<file path="src/rtl/hcms_pkg.sv">
// hcms_pkg
// Shared definitions for the HCMS-29xx serial link receiver:
// control-word bit positions, default dot-frame length and FSM states.
package hcms_pkg;

    // Control word select: 0 = word 0 (brightness/peak/sleep), 1 = word 1
    localparam int unsigned CW_SEL       = 7;
    // Control word 0 fields
    localparam int unsigned CW_SLEEP     = 6;
    localparam int unsigned CW_PEAK_HI   = 5;
    localparam int unsigned CW_PEAK_LO   = 4;
    localparam int unsigned CW_BRIGHT_HI = 3;
    localparam int unsigned CW_BRIGHT_LO = 0;
    // Control word 1 fields
    localparam int unsigned CW_DOUT      = 0;
    localparam int unsigned CW_PRESCALE  = 1;

    // 4 characters x 5 columns
    localparam int unsigned DOT_BYTES_DEF = 20;

    typedef enum logic {
        ST_IDLE  = 1'b0,
        ST_SHIFT = 1'b1
    } rx_state_t;

endpackage

</file>
<file path="src/rtl/hcms_sync_edge.sv">
// hcms_sync_edge
// N-stage synchroniser for one asynchronous link input, with rise/fall
// detection on the synchronised copy.
// Ports:
//   clk      in   system clock
//   i_async  in   asynchronous input
//   o_level  out  synchronised level
//   o_rise   out  1 when the synchronised level has just gone 0->1
//   o_fall   out  1 when the synchronised level has just gone 1->0
// The chain is deliberately not reset: it keeps tracking the pins during
// reset so that no artificial edge appears when reset is released.
module hcms_sync_edge #(
    parameter int unsigned STAGES = 2
) (
    input  logic clk,
    input  logic i_async,
    output logic o_level,
    output logic o_rise,
    output logic o_fall
);

    logic [STAGES-1:0] r_sync;
    logic              r_prev;

    always_ff @(posedge clk) begin
        r_sync <= {r_sync[STAGES-2:0], i_async};
        r_prev <= r_sync[STAGES-1];
    end

    assign o_level = r_sync[STAGES-1];
    assign o_rise  = r_sync[STAGES-1] & ~r_prev;
    assign o_fall  = ~r_sync[STAGES-1] & r_prev;

endmodule

</file>
<file path="src/rtl/hcms_serial_rx.sv">
// hcms_serial_rx
// Display-side receiver for the HCMS-29xx 4-wire serial link. Oversamples
// the link, deserialises MSB-first bytes, strobes each byte, counts dot
// bytes and applies control words at the end of RSEL=1 frames.
// Ports:
//   clk, reset                  system clock, synchronous active-high reset
//   ser_data_i, ser_clk_i       link data / clock (clock idles high)
//   rsel_i, nce_i, nreset_i     register select, frame enable, display reset
//   byte_o, byte_valid_o        last byte and its 1-cycle strobe
//   byte_rsel_o                 RSEL captured with the byte's 8th bit
//   dot_count_o                 dot bytes in current/last frame (saturating)
//   frame_done_o, frame_err_o   end-of-frame strobes (clean / partial byte)
//   bright_o .. prescale_o      control register contents
module hcms_serial_rx
    import hcms_pkg::*;
#(
    parameter int unsigned SYNC_STAGES = 2,
    parameter int unsigned DOT_BYTES   = DOT_BYTES_DEF
) (
    input  logic                             clk,
    input  logic                             reset,
    input  logic                             ser_data_i,
    input  logic                             ser_clk_i,
    input  logic                             rsel_i,
    input  logic                             nce_i,
    input  logic                             nreset_i,
    output logic [7:0]                       byte_o,
    output logic                             byte_valid_o,
    output logic                             byte_rsel_o,
    output logic [$clog2(DOT_BYTES+1)-1:0]   dot_count_o,
    output logic                             frame_done_o,
    output logic                             frame_err_o,
    output logic [3:0]                       bright_o,
    output logic [1:0]                       peak_o,
    output logic                             sleep_n_o,
    output logic                             dout_ctl_o,
    output logic                             prescale_o
);

    localparam int unsigned DCW = $clog2(DOT_BYTES+1);
    localparam logic [DCW-1:0] DOT_MAX = DCW'(DOT_BYTES);

    // Synchronised link inputs
    logic w_data_s, w_data_rise, w_data_fall;
    logic w_clk_s,  w_clk_rise,  w_clk_fall;
    logic w_rsel_s, w_rsel_rise, w_rsel_fall;
    logic w_nce_s,  w_nce_rise,  w_nce_fall;
    logic w_nrst_s, w_nrst_rise, w_nrst_fall;
    logic w_unused_edges;

    hcms_sync_edge #(.STAGES(SYNC_STAGES)) u_sync_data (
        .clk(clk), .i_async(ser_data_i),
        .o_level(w_data_s), .o_rise(w_data_rise), .o_fall(w_data_fall));
    hcms_sync_edge #(.STAGES(SYNC_STAGES)) u_sync_clk (
        .clk(clk), .i_async(ser_clk_i),
        .o_level(w_clk_s), .o_rise(w_clk_rise), .o_fall(w_clk_fall));
    hcms_sync_edge #(.STAGES(SYNC_STAGES)) u_sync_rsel (
        .clk(clk), .i_async(rsel_i),
        .o_level(w_rsel_s), .o_rise(w_rsel_rise), .o_fall(w_rsel_fall));
    hcms_sync_edge #(.STAGES(SYNC_STAGES)) u_sync_nce (
        .clk(clk), .i_async(nce_i),
        .o_level(w_nce_s), .o_rise(w_nce_rise), .o_fall(w_nce_fall));
    hcms_sync_edge #(.STAGES(SYNC_STAGES)) u_sync_nrst (
        .clk(clk), .i_async(nreset_i),
        .o_level(w_nrst_s), .o_rise(w_nrst_rise), .o_fall(w_nrst_fall));

    assign w_unused_edges = ^{w_data_rise, w_data_fall, w_clk_s, w_clk_fall,
                              w_rsel_rise, w_rsel_fall, w_nce_s,
                              w_nrst_rise, w_nrst_fall};

    // Registered state and outputs
    rx_state_t      r_state;
    logic [6:0]     r_shreg;
    logic [2:0]     r_bitcnt;
    logic           r_have_byte;
    logic [7:0]     r_byte;
    logic           r_byte_valid;
    logic           r_byte_rsel;
    logic [DCW-1:0] r_dot_count;
    logic           r_frame_done;
    logic           r_frame_err;
    logic [3:0]     r_bright;
    logic [1:0]     r_peak;
    logic           r_sleep_n;
    logic           r_dout_ctl;
    logic           r_prescale;

    logic       w_rst;
    logic       w_shift_en;
    logic       w_byte_done;
    logic [7:0] w_new_byte;
    logic [2:0] w_bitcnt_nx;
    logic       w_have_nx;
    logic [7:0] w_last_byte;
    logic       w_last_rsel;

    assign w_rst = reset | ~w_nrst_s;

    // A SER_CLK rise in the same cycle as the nCE rise is folded in first,
    // so frame-end decisions look at the post-shift bit count and byte.
    always_comb begin
        w_shift_en  = (r_state == ST_SHIFT) && w_clk_rise;
        w_byte_done = w_shift_en && (r_bitcnt == 3'd7);
        w_new_byte  = {r_shreg, w_data_s};
        w_bitcnt_nx = w_shift_en ? r_bitcnt + 3'd1 : r_bitcnt;
        w_have_nx   = r_have_byte | w_byte_done;
        w_last_byte = w_byte_done ? w_new_byte : r_byte;
        w_last_rsel = w_byte_done ? w_rsel_s   : r_byte_rsel;
    end

    always_ff @(posedge clk) begin
        if (w_rst) begin
            r_state      <= ST_IDLE;
            r_shreg      <= '0;
            r_bitcnt     <= '0;
            r_have_byte  <= 1'b0;
            r_byte       <= '0;
            r_byte_valid <= 1'b0;
            r_byte_rsel  <= 1'b0;
            r_dot_count  <= '0;
            r_frame_done <= 1'b0;
            r_frame_err  <= 1'b0;
            r_bright     <= '0;
            r_peak       <= '0;
            r_sleep_n    <= 1'b0;
            r_dout_ctl   <= 1'b0;
            r_prescale   <= 1'b0;
        end else begin
            r_byte_valid <= 1'b0;
            r_frame_done <= 1'b0;
            r_frame_err  <= 1'b0;
            case (r_state)
                ST_IDLE: begin
                    if (w_nce_fall) begin
                        r_state     <= ST_SHIFT;
                        r_bitcnt    <= '0;
                        r_dot_count <= '0;
                        r_have_byte <= 1'b0;
                    end
                end
                ST_SHIFT: begin
                    if (w_shift_en) begin
                        r_shreg  <= w_new_byte[6:0];
                        r_bitcnt <= w_bitcnt_nx;
                    end
                    if (w_byte_done) begin
                        r_byte       <= w_new_byte;
                        r_byte_valid <= 1'b1;
                        r_byte_rsel  <= w_rsel_s;
                        r_have_byte  <= 1'b1;
                        if (!w_rsel_s && (r_dot_count != DOT_MAX))
                            r_dot_count <= r_dot_count + 1'b1;
                    end
                    if (w_nce_rise) begin
                        r_state <= ST_IDLE;
                        if (w_bitcnt_nx != 3'd0) begin
                            r_frame_err <= 1'b1;
                        end else if (w_have_nx) begin
                            r_frame_done <= 1'b1;
                            if (w_last_rsel) begin
                                if (w_last_byte[CW_SEL]) begin
                                    r_dout_ctl <= w_last_byte[CW_DOUT];
                                    r_prescale <= w_last_byte[CW_PRESCALE];
                                end else begin
                                    r_bright  <= w_last_byte[CW_BRIGHT_HI:CW_BRIGHT_LO];
                                    r_peak    <= w_last_byte[CW_PEAK_HI:CW_PEAK_LO];
                                    r_sleep_n <= w_last_byte[CW_SLEEP];
                                end
                            end
                        end
                    end
                end
                default: r_state <= ST_IDLE;
            endcase
        end
    end

    assign byte_o       = r_byte;
    assign byte_valid_o = r_byte_valid;
    assign byte_rsel_o  = r_byte_rsel;
    assign dot_count_o  = r_dot_count;
    assign frame_done_o = r_frame_done;
    assign frame_err_o  = r_frame_err;
    assign bright_o     = r_bright;
    assign peak_o       = r_peak;
    assign sleep_n_o    = r_sleep_n;
    assign dout_ctl_o   = r_dout_ctl;
    assign prescale_o   = r_prescale;

endmodule

</file>
<file path="config.mk">
export PLATFORM = sky130hd
export DESIGN_NAME = hcms_serial_rx
export DESIGN_NICKNAME = d
export VERILOG_FILES = /design/src/rtl/hcms_pkg.sv /design/src/rtl/hcms_sync_edge.sv /design/src/rtl/hcms_serial_rx.sv
export SDC_FILE = /design/constraint.sdc
export NUM_CORES = 1
export LEC_CHECK = 0
export ABC_AREA = 1
export BUFFER_PORTS_ARGS = -buffer_cell sky130_fd_sc_hd__buf_2
export CAP_MARGIN = 20
export CORE_MARGIN = 3
export CORE_UTILIZATION = 50
export CTS_CLUSTER_DIAMETER = 30
export DETAILED_ROUTE_END_ITERATION = 8
export PLACE_DENSITY = 0.77
export RECOVER_POWER = 25
export SETUP_SLACK_MARGIN = 0.15
export SKIP_LAST_GASP = 1
export SLEW_MARGIN = 30
export SYNTH_ARGS = -nofsm -noshare
export SYNTH_HDL_FRONTEND = slang
export SYNTH_SLANG_ARGS = --single-unit
</file>
<file path="constraint.sdc">
create_clock -name clk -period 1.6 [get_ports clk]
set_clock_uncertainty 0.15 [all_clocks]
set_input_delay 0.24 -clock clk [delete_from_list [all_inputs] [get_ports clk]]
set_output_delay 0.24 -clock clk [all_outputs]
set_load 0.02 [all_outputs]
</file>
After elaboration in Yosys (flattened, before gate mapping)
Cells that the tools add are included.
{"block": "word_totals", "output_inout_bits": 26, "inputBits": 7, "ff_bits": 50}
{"block": "op_classes", "bitwise": 13, "n_addsub": 2, "n_eq_ne": 6, "n_reduce_logical": 14, "muxes": 19}
{"cell": "2-to-1 mux 5 bit", "n": 3}
{"cell": "AND reduction 6 bit", "n": 2}
{"cell": "case mux 5 bit (2 select lines)", "n": 1}
{"cell": "2-to-1 mux 3 bit", "n": 3}
{"cell": "2-to-1 mux 1 bit", "n": 8}
{"cell": "2-to-1 mux 8 bit", "n": 1}
{"cell": "inequality test 2 x 1 -> 1 bit (second input constant)", "n": 4}
{"cell": "NOT 1 bit", "n": 8}
{"cell": "case mux 3 bit (2 select lines)", "n": 1}
{"cell": "AND reduction 2 bit", "n": 3}
{"cell": "adder 5 x 1 -> 5 bit (second input constant)", "n": 1}
{"cell": "inequality test 5 bit (second input constant)", "n": 1}
{"cell": "case mux 1 bit (2 select lines)", "n": 2}
{"cell": "OR reduction 4 bit", "n": 1}
{"cell": "adder 3 x 1 -> 3 bit (second input constant)", "n": 1}
{"cell": "bitwise AND 1 bit", "n": 3}
{"cell": "equality test 3 bit (second input constant)", "n": 1}
{"cell": "logical AND 1 bit", "n": 3}
{"cell": "AND reduction 3 bit", "n": 1}
{"cell": "nonzero test 3 bit", "n": 1}
{"cell": "OR reduction 3 bit", "n": 1}
{"cell": "OR 1 bit", "n": 2}
{"cell": "OR reduction 2 bit", "n": 1}
{"cell": "zero test 1 bit", "n": 1}

Depth between registers and ports, before layout
{"block": "logic_depth", "depth_word": 7, "ltp_mapped": 12}

Hierarchy
From an unflattened synthesis, not the netlist that was laid out.
{"block": "hier_totals", "cells_unflattened": 271, "area_unflattened_um2": 2092.0}
{"module": "hcms_serial_rx", "area_each_um2": 1716.6, "seq_area_each_um2": 760.7, "instances": 1, "cells_per_inst": 236}
{"module": "hcms_sync_edge", "area_each_um2": 75.1, "seq_area_each_um2": 60.1, "instances": 5, "cells_per_inst": 7}

Worst setup path after synthesis
Ideal clock, no wire load.
{"block": "synth_timing", "path_type": "register to register", "startpoint": "register r_bitcnt[0]", "endpoint": "register r_dout_ctl, in the netlist dout_ctl_o", "slack_ps": -125, "path_buffers": 1, "t_arrival_ps": 1461, "t_required_ps": 1337, "path_stages_with_launch": 12, "path_cell_list": "dfxtp_1 ha_1 ha_1 inv_1 nand2_2 nand2_4 nand3_4 nor2_8 buf_12 nand3_1 nand2_1 nor2_1"}
{"block": "synth_between", "elab_chain_len": 5, "word_cells_on_any_way": 10, "classes_between": "add/sub (1); eq/ne (1); mux (3); bitwise (2); reduce/logical (3)"}
{"item": "from (decl)", "line": "hcms_serial_rx.sv:74", "source": "logic [2:0] r_bitcnt;"}
{"item": "from (signal assigned)", "line": "hcms_serial_rx.sv:144", "source": "r_bitcnt <= w_bitcnt_nx;"}
{"item": "adder 3 x 1 -> 3 bit", "line": "hcms_serial_rx.sv:105", "source": "w_bitcnt_nx = w_shift_en ? r_bitcnt + 3'd1 : r_bitcnt;"}
{"item": "2-to-1 mux 3 bit", "line": "hcms_serial_rx.sv:105"}
{"item": "nonzero test 3 bit", "line": "hcms_serial_rx.sv:156", "source": "if (w_bitcnt_nx != 3'd0) begin"}
{"item": "NOT 1 bit (no line)"}
{"item": "AND reduction 6 bit (no line)"}
{"item": "to (signal assigned)", "line": "hcms_serial_rx.sv:162", "source": "r_dout_ctl <= w_last_byte[CW_DOUT];"}
{"item": "to (decl)", "line": "hcms_serial_rx.sv:85", "source": "logic r_dout_ctl;"}
Several ways; a longest one is shown, not always the timed one.
A chain may end at the register's enable or synchronous reset.

Worst setup path after layout
{"block": "layout_timing", "startpoint": "register r_bitcnt[0]", "endpoint": "register r_dot_count[3], in the netlist dot_count_o[3]"}
{"block": "layout_between", "elab_chain_len": 4}
{"item": "equality test 3 bit", "line": "hcms_serial_rx.sv:103", "source": "w_byte_done = w_shift_en && (r_bitcnt == 3'd7);"}
{"item": "logical AND 1 bit", "line": "hcms_serial_rx.sv:103"}
{"item": "inequality test 2 x 1 -> 1 bit (no line)"}
{"item": "AND reduction 3 bit (no line)"}
{"item": "to (signal assigned)", "line": "hcms_serial_rx.sv:152", "source": "r_dot_count <= r_dot_count + 1'b1;"}
{"item": "to (decl)", "line": "hcms_serial_rx.sv:79", "source": "logic [DCW-1:0] r_dot_count;"}
No other way between the ends.

==> impl_results.md <==
* Run status: finished, violations left
* Failing checks: setup timing
* Crit Path Class: register to register
* Syn. warnings at 0
* Global-route wire length before repair at 8.079 mm
* Synth Area per Inst at 8.524 um2
* Setup TNS at -1.437 ns
* Ys async rst share at 0%
* Fin nets at 332
* Least-Margin Pin Slew at 0.4113 ns
* RSZ-0062 raised after global routing: true
* Synthesized area at 2046 um2
* Sequential cell area fraction in the yosys report at 48.93%
* Fin. max-slew vios at 0
* Setup crit start: r_bitcnt[0]
* Htree depth at 2
* Post-Place Cells at 346
* DRT iter0 DRCs at roughly 210
* Area leader, netlist: dfxtp_1
* Worst Path Arrival at 1.82 ns
* Register Area at about 1000 um2
* Post-Syn Instances at 240
* Hold slack at roughly 0.18 ns
* Io pins at 33
* Max-cap violations at 0
* Vias in the first global route at about 1.8k
* Setup crit end kind: register
* Number of CTS-inserted buffers at 5
* Max VDD drop at 0.6040 mV
* Fmax at 564.0 MHz
* Power per Cell Area at between 700 and 800 nW/um2
* Post-synth top cells: dfxtp_1, nand2_1, nor2_1
* P_int at 1.610 mW
* Post-synth top area share at about half
* Maximum number of pins on one net before global-route repair at 15
* Clock power share at about 34%
* CTS tree: done
* Slew Limit Headroom at 72.37%
* Number of flops mapped to enable cells by yosys at 0
* P_sw at 483.2 uW
* Fill count at approximately 220
* Initial antenna violation count at 0
* Antenna viol nets, final at 0
* Comb power frac at 5.4%
* Worst setup path end: dot_count_o[3]
* Period Utilization, post-route at 110.8%
* Hold crit path type: input pin to register
* LEAKAGE at 1.274 nW
* Top-count cell post-synth: dfxtp_1
* Root buffer cell: clkbuf_8
* Cell variety after synth at 26
* DRC violations left at 0
* Clock Path Buffers at 2
* Initial Utilization at 53.85%
* Skew-Pair Late Insertion Delay at around 0.31 ns
* Worst r2r dst: dot_count_o[3]
* Final Cell Area at 2963 um2
* # diodes at 0
* Num rows at 22
* Hold Fails Final Rpt at 0
* FF+latch count, synth at 50
* Worst EP required at 1.65 ns
* Pre-antenna DRT Iters at 4
* CP Launch Type: register
* GPL Wtd Cong at roughly 0.81
* Global Route Usage Sum at 20.47%
* HPWL Detailed at 3.137 mm
* Wire length per cell at 15.15 um
* CP max FO at 7
* Reg-to-Reg Start: r_bitcnt[0]
* Total power draw at 2.093 mW
* Total routed wirelength at 5.589 mm
* Vias/cell at ~5.3
* Post-Syn Nets at around 250
* Final worst slack at -0.1731 ns
* Finished Layout Cells at 369
* Layout cells sized above 1 at 50.47%
* # setup viols final at 16
* Via count at around 1.9k
* Placed inst area at 2514 um2
* Die area at 4895 um2
* Tmin final at 1.773 ns
* Die height at 69.97 um
* Layout area overhead at 44.83%
* Gr ovfl total at 0
* Area occupied by multi-input gates at 1065 um2
* R2R Setup Slk at -0.17 ns
* Sinks on Clock Net at 50
* Switching Fraction at 23.09%
* Port bufs at 32
* Register share of total power at 60.7%
* Worst R2R Path Depth at 9
* CORE AREA at 3799 um2
* Top post-synthesis cells by area: dfxtp_1, nand2_1, nor2_1
* Primary FF master, synth: dfxtp_1
* Clock Pin Slew Worst Setup and Hold Paths at 0.09 ns
* Die Width at 69.97 um
==> final cells by class <==
cell class / instances / area share [%]
clock buffers: 6 / 2.449
flip-flops and latches: 50 / 34.21
repair buffers: 81 / 21.58
well taps: 48 / 2.027
inverters: 28 / 3.547
clock inverters: 1 / 0.2534
multi-input cells: 155 / 35.94
==> per-layer routing <==
metal  routed length, um  global-route usage [%]  up-vias
met1                2282                   24.82      917
met5                   0                       0        -
met4                 200                   9.574        0
li1                    -                       -      917
met3                 349                   5.324       25
met2                2756                   33.68       83
==> how the worst min path moves through the flow <==
stage / start / to / slack [ns] / depth (start not counted)
final: reset / dout_ctl_o / 0.18 / 5
after global routing: reset / dout_ctl_o / 0.18 / 5
after CTS: reset / dout_ctl_o / 0.16 / 5
after detailed placement: u_sync_clk.r_sync[0] / u_sync_clk.r_sync[1] / 0.16 / 0
after global placement: u_sync_clk.r_sync[0] / u_sync_clk.r_sync[1] / 0.16 / 0
after floorplan: ser_clk_i / u_sync_clk.r_sync[0] / 0.12 / 0
==> critical path, cell delays in order (launching register included) <==
cell and delay (ns):
dfxtp_2 0.36, ha_4 0.14, ha_4 0.17, inv_2 0.05
nor2_4 0.12, nand4_1 0.17, nand2_2 0.21, nand3_1 0.14
nand2_1 0.10, nor2_1 0.05
==> placed cells by master, fill, tap and decap left out, drive strengths merged, types with 2 or more instances in the layout <==
master       synthesis  layout
a21oi               17      17
o21ai               11      11
nand3               20      20
nand4                3       3
buf                  7      76
dlygate4sd3          0       5
or2                  2       2
ha                   4       4
nand2               51      51
dfxtp               50      50
nor3                 2       2
inv                 28      28
nor2                42      43
clkbuf               1       6
==> sequential cells by signal (all words and copies together) (netlist names) <==
register	cells
byte_rsel_o	1
r_bitcnt	3
u_sync_data.r_sync	2
byte_valid_o	1
r_state	1
u_sync_rsel.r_sync	2
u_sync_nce.r_prev	1
frame_done_o	1
u_sync_clk.r_sync	2
frame_err_o	1
dout_ctl_o	1
r_have_byte	1
dot_count_o	5
sleep_n_o	1
u_sync_nce.r_sync	2
peak_o	2
bright_o	4
u_sync_clk.r_prev	1
prescale_o	1
byte_o	8
u_sync_nrst.r_sync	2
r_shreg	7
==> power groups by stage <==
| stage | Clock (mW) | Combinational, mW | Sequential, mW |
|---|---|---|---|
| after floorplan | 0 | 0.0506 | 1.30 |
| after global placement | 0 | 0.0796 | 1.30 |
| after detailed placement | 0 | 0.0812 | 1.30 |
| after CTS | 0.720 | 0.0983 | 1.27 |
| after global routing | 0.772 | 0.120 | 1.27 |
| final | 0.709 | 0.113 | 1.27 |
==> stage by stage <==
step           worst slack (ns)  util, %
6_report                -0.1731    78.00
5_1_grt                 -0.2488    78.00
4_1_cts                -0.07551    73.12
3_5_place_dp            -0.1413    66.17
3_3_place_gp            -0.1028    66.17
2_1_floorplan          -0.04539        -
==> cells by family after synthesis <==
group,synth area share (%)
AO/OA/AOI/OAI,8.991
XOR/XNOR,0.4282
adder cells (fa/ha/maj),2.447
buffers and inverters,9.296
flip-flops,48.93
AND/OR/NAND/NOR,29.91
==> repair_timing <==
item                                    in CTS  in global routing
hold endpoints to repair                     5                  0
endpoints found under the setup margin      23                 27
pin swaps                                   17                 21
hold buffers                                 5                  0
gates resized for setup                     27                 39
cloned                                       1                  0
buffers inserted                             3                  7
(Power assumes the default switching activity.)
